<file path="src/rtl/shift_accumulate.sv">
// shift_accumulate: one rotation-mode CORDIC micro-rotation per clock.
//
// Each sample of (x, y, z) at stage i is rotated by +/-atan(2^-i). The
// direction comes from the sign of the residual angle z. The result is
// registered, so the latency is exactly one clock.
//
// Angle scale: 1.0 rad = 1024 LSB. No CORDIC gain compensation is applied.
// All arithmetic is 32-bit and wraps modulo 2^32.
//
// Handshake: in_valid qualifies x/y/z/i at a rising edge. There is no ready
// signal, so a result is produced for every valid cycle. out_valid is high
// for exactly the cycle after each accepted sample. While in_valid is low,
// out_valid drops and x_out/y_out/z_out keep their last result.
//
// Ports:
//   clk       in   1  clock, rising edge
//   rst_n     in   1  asynchronous active-low reset
//   x, y      in  32  signed coordinates
//   z         in  32  signed residual angle
//   i         in   4  stage index 0..15 (shift amount / table entry)
//   in_valid  in   1  input qualifier
//   x_out     out 32  registered X result
//   y_out     out 32  registered Y result
//   z_out     out 32  registered residual angle
//   out_valid out  1  registered result qualifier
module shift_accumulate (
  input  logic        clk,
  input  logic        rst_n,
  input  logic [31:0] x,
  input  logic [31:0] y,
  input  logic [31:0] z,
  input  logic [3:0]  i,
  input  logic        in_valid,
  output logic [31:0] x_out,
  output logic [31:0] y_out,
  output logic [31:0] z_out,
  output logic        out_valid
);

  logic [31:0] x_out_q, x_out_d;
  logic [31:0] y_out_q, y_out_d;
  logic [31:0] z_out_q, z_out_d;
  logic        out_valid_q, out_valid_d;

  logic signed [31:0] x_s;
  logic signed [31:0] y_s;
  logic [31:0]        x_sh;
  logic [31:0]        y_sh;
  logic [31:0]        atan_val;
  logic               rot_neg;

  // floor(atan(2^-i) * 1024). Entries for stages 10 and above are zero, so
  // the angle passes through unchanged there.
  always_comb begin
    atan_val = 32'd0;
    case (i)
      4'd0:    atan_val = 32'd804;
      4'd1:    atan_val = 32'd474;
      4'd2:    atan_val = 32'd250;
      4'd3:    atan_val = 32'd127;
      4'd4:    atan_val = 32'd63;
      4'd5:    atan_val = 32'd31;
      4'd6:    atan_val = 32'd15;
      4'd7:    atan_val = 32'd7;
      4'd8:    atan_val = 32'd3;
      4'd9:    atan_val = 32'd1;
      default: atan_val = 32'd0;
    endcase
  end

  // Arithmetic shifts, so negative values round toward minus infinity.
  assign x_s     = x;
  assign y_s     = y;
  assign x_sh    = x_s >>> i;
  assign y_sh    = y_s >>> i;
  // A residual angle of exactly zero counts as a positive rotation.
  assign rot_neg = z[31];

  always_comb begin
    x_out_d     = x_out_q;
    y_out_d     = y_out_q;
    z_out_d     = z_out_q;
    out_valid_d = 1'b0;
    if (in_valid) begin
      out_valid_d = 1'b1;
      if (rot_neg) begin
        x_out_d = x + y_sh;
        y_out_d = y - x_sh;
        z_out_d = z + atan_val;
      end else begin
        x_out_d = x - y_sh;
        y_out_d = y + x_sh;
        z_out_d = z - atan_val;
      end
    end
  end

  always_ff @(posedge clk or negedge rst_n) begin
    if (!rst_n) begin
      x_out_q     <= 32'd0;
      y_out_q     <= 32'd0;
      z_out_q     <= 32'd0;
      out_valid_q <= 1'b0;
    end else begin
      x_out_q     <= x_out_d;
      y_out_q     <= y_out_d;
      z_out_q     <= z_out_d;
      out_valid_q <= out_valid_d;
    end
  end

  assign x_out     = x_out_q;
  assign y_out     = y_out_q;
  assign z_out     = z_out_q;
  assign out_valid = out_valid_q;

endmodule

</file>
<file path="config.mk">
export PLATFORM = sky130hd
export DESIGN_NAME = shift_accumulate
export DESIGN_NICKNAME = d
export VERILOG_FILES = /design/src/rtl/shift_accumulate.sv
export SDC_FILE = /design/constraint.sdc
export NUM_CORES = 1
export LEC_CHECK = 0
export BUFFER_PORTS_ARGS = -buffer_cell sky130_fd_sc_hd__buf_2
export CAP_MARGIN = 20
export CELL_PAD_IN_SITES_DETAIL_PLACEMENT = 1
export CELL_PAD_IN_SITES_GLOBAL_PLACEMENT = 1
export CORE_MARGIN = 10
export CORE_UTILIZATION = 45
export CTS_CLUSTER_SIZE = 12
export DETAILED_ROUTE_END_ITERATION = 8
export PLACE_DENSITY = 0.82
export RECOVER_POWER = 25
export SLEW_MARGIN = 20
export SYNTH_ARGS = -nofsm -noshare
export SYNTH_HDL_FRONTEND = slang
export SYNTH_SLANG_ARGS = --single-unit
</file>
<file path="constraint.sdc">
create_clock -name clk -period 0.9 [get_ports clk]
set_input_delay 0.045 -clock clk [delete_from_list [all_inputs] [get_ports clk]]
set_output_delay 0.045 -clock clk [all_outputs]
set_load 0.02 [all_outputs]
</file>
==> flow_summary.toml, run 1 <==
[yosys]
synth_fp_nets = 1787
synth.avg_cell_area_um2 = 8.772
synth_ff_type = "dfrtp_1"
synth_enable_flop_cells = 0
synthArstFlopShare_pct = 100.0
synth_unique_cells = 83
yosysTopAreaCell = "dfrtp_1"
synthTopCellsByCount = "148 x a21oi_1, 118 x nor2_1, 114 x mux2_2, 107 x ha_1, 107 x nand2_1"
seq_area_frac_synth_pct = 17.58
synth_warnings = 0
syn_area_um2 = 13810
synthTopCellsByArea = "dfrtp_1 18%, ha_1 9.7%, mux2_2 9.3%, mux4_2 9.0%, xnor2_1 5.6%"
synth_cells = 1574
yosys.cell_count.top_type = "a21oi_1"
synth-seq-cells = 97
yosys.area.top_type_share_pct = 17.58

[floorplan]
placementRows = 64
floorplan.io_pins = 200
chipWidth_um = 195.2
start_util_pct = 45.37
dieHeight_um = 195.2

[clock_tree]
cts.path.max_buffers = 2
cts-buffers-inserted = 9
clock_sink_count = 97
clockRootBuffer = "clkbuf_16"
htree_levels = 3
postCtsSetupBuffers = 116
cts_repair_resize_count = 405
total_of_hold_buffers_inserted_after_clock_tree_synthesis = 1

[placed_design]
gp_routability_congestion = 1.066
postPlaceCellArea_um2 = 20310
hpwlAfterDp_mm = 65.85
number_of_placed_instances_with_taps_included = 2726
pre_cts_ws_ns = -4.479
port_buffers = 199

[run_status]
run.stop_error = "[ERROR DPL-0033] detailed placement checks failed during check placement."
failed_stage = "clock tree synthesis"
status = "did not finish"
[through the flow]
step | TNS [ns] | hold WS, ns | util, %
after floorplan | -251.14 | -0.2506 | -
after global placement | -302.04 | -0.03543 | 66.75
after detailed placement | -333.12 | -0.03821 | 66.75
[logic make-up after synthesis]
logic type	after synthesis	synth area share [%]
compound gates	461	21.89
xor+xnor	139	8.817
flops	97	17.58
fa+ha+maj	110	10.13
simple gates	417	15.02
buf+inv	125	4.196
mux	225	22.37
==> inputs of run 2 (changes only) <==
- CELL_PAD_IN_SITES_DETAIL_PLACEMENT: 1 -> unset
- CELL_PAD_IN_SITES_GLOBAL_PLACEMENT: 1 -> unset
- CORE_UTILIZATION: 45 -> 40
- CTS_CLUSTER_SIZE: 12 -> unset
- PLACE_DENSITY: 0.82 -> unset
- PLACE_DENSITY_LB_ADDON: unset -> 0.15
==> flow_summary.toml, run 2 <==
[run]
max_cap_violations = 0

[timing]
final_period_minus_worst_setup_slack_ns = 4.474
hold_viol = 0
post-route-period-util_pct = 497.1
fmax_mhz = 223.5
final_critical_path_setup_slack_ns = -3.574
setup-violations-final = 246
clock-skew-final_ns = 0
setup_repair_after_global_routing_missed_its_margin = "yes"
timing.slew.headroom_pct = 47.01
worstMarginPinSlew_ns = 0.7949
slew_viol_final = 0
fin_worst_hold_slack_ns = 0.02113

[clock_tree]
clk_transition_reported_paths_ns = 0.07
htree_levels = 3
clock_sink_count = 97
clock_insertion_delay_worst_skew_ns = 0.38
clockRootBuffer = "clkbuf_16"
cts-buffers-inserted = 9
cts_tree = "yes"
cts.path.max_buffers = 2

[setup_path]
worst-r2r-cell-count = 1
timing.setup.critical_path_class = "primary input to flip-flop"
timing.critical_path.slowest_stage_cell = "mux4_2"
rr_endpoint = "x_out[30]"
crit_path_end_kind = "flip-flop"
critical_path.max_stage_delay_ns = 0.54
r2r_slack_ns = 0.02
cp.arrival_ns = 4.74
crit_path_frequent_cell = "buf_4"
worst_ep_required_time_ns = 1.17
reg2reg_from = "x_out[30]"
critical_path_peak_fanout = 7
worstSetupStartpointType = "primary input"

[floorplan]
design.die.area_um2 = 42350
start_util_pct = 40.87
floorplan.io_pins = 200
placementRows = 67
chipWidth_um = 205.8
fp.coreArea_um2 = 33780
dieHeight_um = 205.8

[power_and_ir_drop]
power_switching_mw = 16.80
leakagePower_nw = 11.02
share_comb_of_total_power_pct = 72.2
irDropWorstVdd_uv = 1494
share_clk_of_total_power_pct = 9.6
p_seq_share_pct = 18.2
switching_share_pct = 42.94
internal-power_mw = 22.32
powerDensity_nw_per_um2 = 1647

[yosys]
synth-seq-cells = 97
synthArstFlopShare_pct = 100.0
synth_unique_cells = 83
synthTopCellsByArea = "dfrtp_1 18%, ha_1 9.7%, mux2_2 9.3%, mux4_2 9.0%, xnor2_1 5.6%"
synth_cells = 1574
synth_enable_flop_cells = 0
synth_warnings = 0
synth_ff_type = "dfrtp_1"
yosys.cell_count.top_type = "a21oi_1"
synth.avg_cell_area_um2 = 8.772
synth_fp_nets = 1787
synthTopCellsByCount = "148 x a21oi_1, 118 x nor2_1, 114 x mux2_2, 107 x ha_1, 107 x nand2_1"
yosys.area.top_type_share_pct = 17.58
yosysTopAreaCell = "dfrtp_1"
seq_area_frac_synth_pct = 17.58
syn_area_um2 = 13810

[drt]
wl_per_cell_um = 21.76
routed_wl_mm = 63.36
vias_per_cell = 5.680
antenna_left = 0
post-route-drc-count = 0
iteration_0_drc_count_of_the_detailed_router = 1048
first_pass_iters = 5
dr_total_vias = 16540

[finish]
area_growth_syn_to_layout_pct = 72.02
seq_cell_area_um2 = 2427
antenna_cell_count = 0
multi_input_comb_area_um2 = 12920
filler_cell_count = 2628
nets = 2673
drive_above_1_share_pct = 58.81
layout.cells.most_common = "buf_4"
mostFrequentLayoutCells = "686 x buf_4, 166 x buf_2, 97 x dfrtp_1"
post_layout_nonfiller_instances = 2912

[grt]
global_route.overflow_total = 0
gr-usage-met1_pct = 32.81
grt_usage_pct = 28.75
number_of_global_route_vias_before_repair = 17168
global_route.peak_usage_layer = "met2"
largest_net_degree_at_the_start_of_global_routing = 42
grt_antenna_before_repair = 0
grt_use_met2_pct = 50.52
first_pass_grt_wire_length_mm = 95.14
grtUsageMet3_pct = 5.158

[placed_design]
number_of_placed_instances_with_taps_included = 2810
gp_routability_congestion = 0.9519
hpwlAfterDp_mm = 49.79
port_buffers = 199

[run_status]
status = "complete, but fails checks"
violations = "negative setup slack"

[min_path]
min-delay-start = "z[0]"
worstHoldEndpoint = "z_out[0]"
hold_path.class = "primary input to flip-flop"
number_of_instances_on_the_worst_hold_path = 3
==> run 2: layout make-up <==
| type | count | area share [%] |
|---|---|---|
| Multi-Input combinational cell | 1352 | 54.39 |
| Timing Repair Buffer | 951 | 31.08 |
| Sequential cell | 97 | 10.22 |
| Tap cell | 448 | 2.360 |
| Clock buffer | 11 | 1.022 |
| Inverter | 49 | 0.8008 |
| Clock inverter | 4 | 0.1264 |
==> run 2: worst max path at each step <==
stage | start | endpoint | depth (start not counted)
global placement | i[0] | x_out[31] | 22
CTS | i[0] | x_out[31] | 21
global route | i[0] | y_out[29] | 21
detailed placement | i[0] | x_out[31] | 24
floorplan | i[0] | x_out[31] | 21
finish | i[0] | y_out[22] | 26
==> run 2: metrics by stage <==
stage	utilization [%]	power, mW	TNS (ns)	instance area (um^2)	setup WS [ns]
after floorplan	-	19.83	-251.14	14410	-3.807
after global placement	61.03	30.14	-316.43	20620	-4.248
after detailed placement	61.03	30.41	-319.11	20620	-4.307
after CTS	67.03	36.89	-259.02	22640	-3.488
after global routing	70.30	41.42	-286.01	23750	-3.758
final	70.30	39.12	-260.67	23750	-3.574
==> run 2: power by group through the flow <==
stage                     registers [mW]  logic [mW]  clock network (mW)
final                               7.10        28.3                3.75
after global routing                7.32        30.1                4.01
after CTS                           7.03        26.0                3.88
after detailed placement            7.04        23.4                   0
after global placement              6.96        23.2                   0
after floorplan                     9.13        10.7                   0
==> run 2: logic make-up (layout without fill, tap and decap cells) <==
kind of cell / Yosys count / count (layout) / share of synthesized area, %
compound gates: 461 / 461 / 21.89
mux: 225 / 225 / 22.37
fa+ha+maj: 110 / 110 / 10.13
simple gates: 417 / 417 / 15.02
flops: 97 / 97 / 17.58
xor+xnor: 139 / 139 / 8.817
buf+inv: 125 / 1015 / 4.196
==> run 2: routing by layer <==
metal,vias to the layer above,wire length [um]
met5,-,0
met1,8051,24560
met4,0,3513
met2,586,31360
li1,7745,-
met3,158,3923
==> run 2: critical path: cells and delay by family <==
kind | cells | cell delay, ns
xor+xnor | 2 | 0.20
simple gates | 3 | 0.28
compound gates | 7 | 1.63
fa+ha+maj | 2 | 0.38
buf+inv | 9 | 1.21
mux | 3 | 0.98
==> run 2: timing repair <==
action	in CTS	in global routing
setup buffers	56	32
pin swaps	100	93
hold endpoints to repair	97	0
setup endpoints to repair	193	193
resized for setup	254	198
cloned	4	0
hold buffers	1	0
Note: power is estimated with default switching activity, not from simulation.
==> inputs of run 3 (changes only) <==
- clock period: 0.9 -> 5.8 ns (I/O delays scaled with it)
==> flow_summary.toml, run 3 (synthesis results as in run 2) <==
[run_status]
status = "complete, but fails checks"
violations = "max-capacitance violations, max-slew violations"

[finish]
multi_input_comb_area_um2 = 10810
seq_cell_area_um2 = 2427
layout.cells.most_common = "buf_2"
mostFrequentLayoutCells = "171 x buf_2, 148 x a21oi_1, 130 x buf_4"
nets = 2056
filler_cell_count = 3345
drive_above_1_share_pct = 27.92
area_growth_syn_to_layout_pct = 18.60

[timing]
slew_viol_final = 96
clock-skew-final_ns = 0
hold_viol = 0
post-route-period-util_pct = 91.57
final_period_minus_worst_setup_slack_ns = 5.311
fmax_mhz = 188.3
final_critical_path_setup_slack_ns = 0.4891
worstMarginPinSlew_ns = 2.677
fin_setup_tns_ns = 0
timing.slew.headroom_pct = -78.48
setup-violations-final = 0
setup_repair_after_global_routing_missed_its_margin = "no"

[clock_tree]
cts-buffers-inserted = 9
clock_sink_count = 97
postCtsSetupBuffers = 0
cts_tree = "yes"
cts.path.max_buffers = 2
clockRootBuffer = "clkbuf_16"
clk_transition_reported_paths_ns = 0.08
clock_insertion_delay_worst_skew_ns = 0.38
htree_levels = 3

[power_and_ir_drop]
irDropWorstVdd_uv = 173.9
leakagePower_nw = 7.228
powerDensity_nw_per_um2 = 282.5

[floorplan]
start_util_pct = 40.87
placementRows = 67
chipWidth_um = 205.8
floorplan.io_pins = 200
fp.coreArea_um2 = 33780
dieHeight_um = 205.8
design.die.area_um2 = 42350

[setup_path]
worstSetupStartpointType = "primary input"
worst_ep_required_time_ns = 6.07
cp.arrival_ns = 5.58
crit_path_end_kind = "flip-flop"
critical_path.max_stage_delay_ns = 0.57
timing.critical_path.slowest_stage_cell = "mux4_2"
crit_path_frequent_cell = "a21o_1"
critical-path-top-delay-family = "compound AO/OA/AOI/OAI gates"
path_buf_inv = 3
critical_path_peak_fanout = 33
timing.setup.critical_path_class = "primary input to flip-flop"
cp_cell_sequence = "buf_6 > buf_12 > buf_12 > mux4_2 > mux2_2 > a222oi_1 > nand4b_1 > a2111oi_0 > and4_1 > nor2_1 > xor2_1 > ha_1 > a21o_1 > a21o_1 > a21o_1 > a21o_1 > a21o_1 > a31o_2 > a221oi_1 > xnor2_1 > mux2_2"

[drt]
post-route-drc-count = 0
first_pass_iters = 5
antenna_left = 0
vias_per_cell = 5.896
dr_total_vias = 13543
wl_per_cell_um = 21.41
iteration_0_drc_count_of_the_detailed_router = 1269
routed_wl_mm = 49.19

[run]
max_cap_violations = 2

[min_path]
hold_path.class = "primary input to flip-flop"

[placed_design]
port_buffers = 199
pre_cts_ws_ns = 0.01363
hpwlAfterDp_mm = 39.53
gp_routability_congestion = 1.012

[grt]
largest_net_degree_at_the_start_of_global_routing = 63
grt_antenna_before_repair = 2
number_of_global_route_vias_before_repair = 13264
first_pass_grt_wire_length_mm = 76.20
global_route.overflow_total = 0
grt_usage_pct = 22.77
==> run 3: path summary, 6_finish.rpt <==
check / cells past startpoint / start / endpoint / slack [ns]
max: 21 / i[0] / y_out[29] / 0.49
min: 3 / z[0] / z_out[0] / 0.29
max reg2reg: 3 / z_out[28] / z_out[28] / 4.91
min reg2reg: 1 / x_out[7] / x_out[7] / 0.49
max in group asynchronous: 3 / rst_n / y_out[22] / 2.70
min in group asynchronous: 2 / rst_n / x_out[11] / 1.28
==> run 3: worst reg2reg max path, cell delays in order, from the launching register on <==
cell	delay, ns
dfrtp_1	0.38
nor2_1	0.09
a21oi_1	0.05
a211o_1	0.25
==> run 3: metal layers <==
| layer | vias to the layer above | wire length (um) | track usage (%) | share of wire [%] |
|---|---|---|---|---|
| met3 | 49 | 3313 | 3.507 | 6.7 |
| met2 | 491 | 22020 | 35.61 | 45 |
| met5 | - | 7 | 0 | 0.014 |
| met1 | 6497 | 23030 | 31.99 | 47 |
| li1 | 6504 | - | - | - |
| met4 | 2 | 816 | 5.942 | 1.7 |
==> run 3: stage by stage <==
| step | hold WS, ns | power [mW] | area [um^2] | utilization [%] | cells |
|---|---|---|---|---|---|
| after detailed placement | 0.3504 | 3.933 | 16050 | 47.50 | 2279 |
| after global placement | 0.3391 | 3.910 | 16050 | 47.50 | 2279 |
| after floorplan | -0.005591 | 2.952 | 13810 | - | 1574 |
| after CTS | 0.2733 | 4.688 | 16400 | 48.55 | 2296 |
| after global routing | 0.2942 | 4.999 | 16370 | 48.47 | 2297 |
| final | 0.2902 | 4.627 | 16370 | 48.47 | 2297 |
==> run 3: repair_timing <==
action	CTS	global route
resized for setup	0	2
hold buffers	1	0
endpoints found under the setup margin	0	2
hold endpoints to repair	47	0
==> run 3: final cells by class <==
cell class,instances,area share (%)
clock buffers,10,1.398
clock inverters,6,0.7030
flip-flops and latches,97,14.82
well taps,448,3.423
multi-input cells,1352,65.99
repair buffers,334,12.52
inverters,49,1.123
diodes,1,0.01528
==> run 3: report_power, final <==
group          internal [mW]  switching (mW)
registers              0.942           0.127
clock network          0.424           0.297
logic                   1.22            1.62
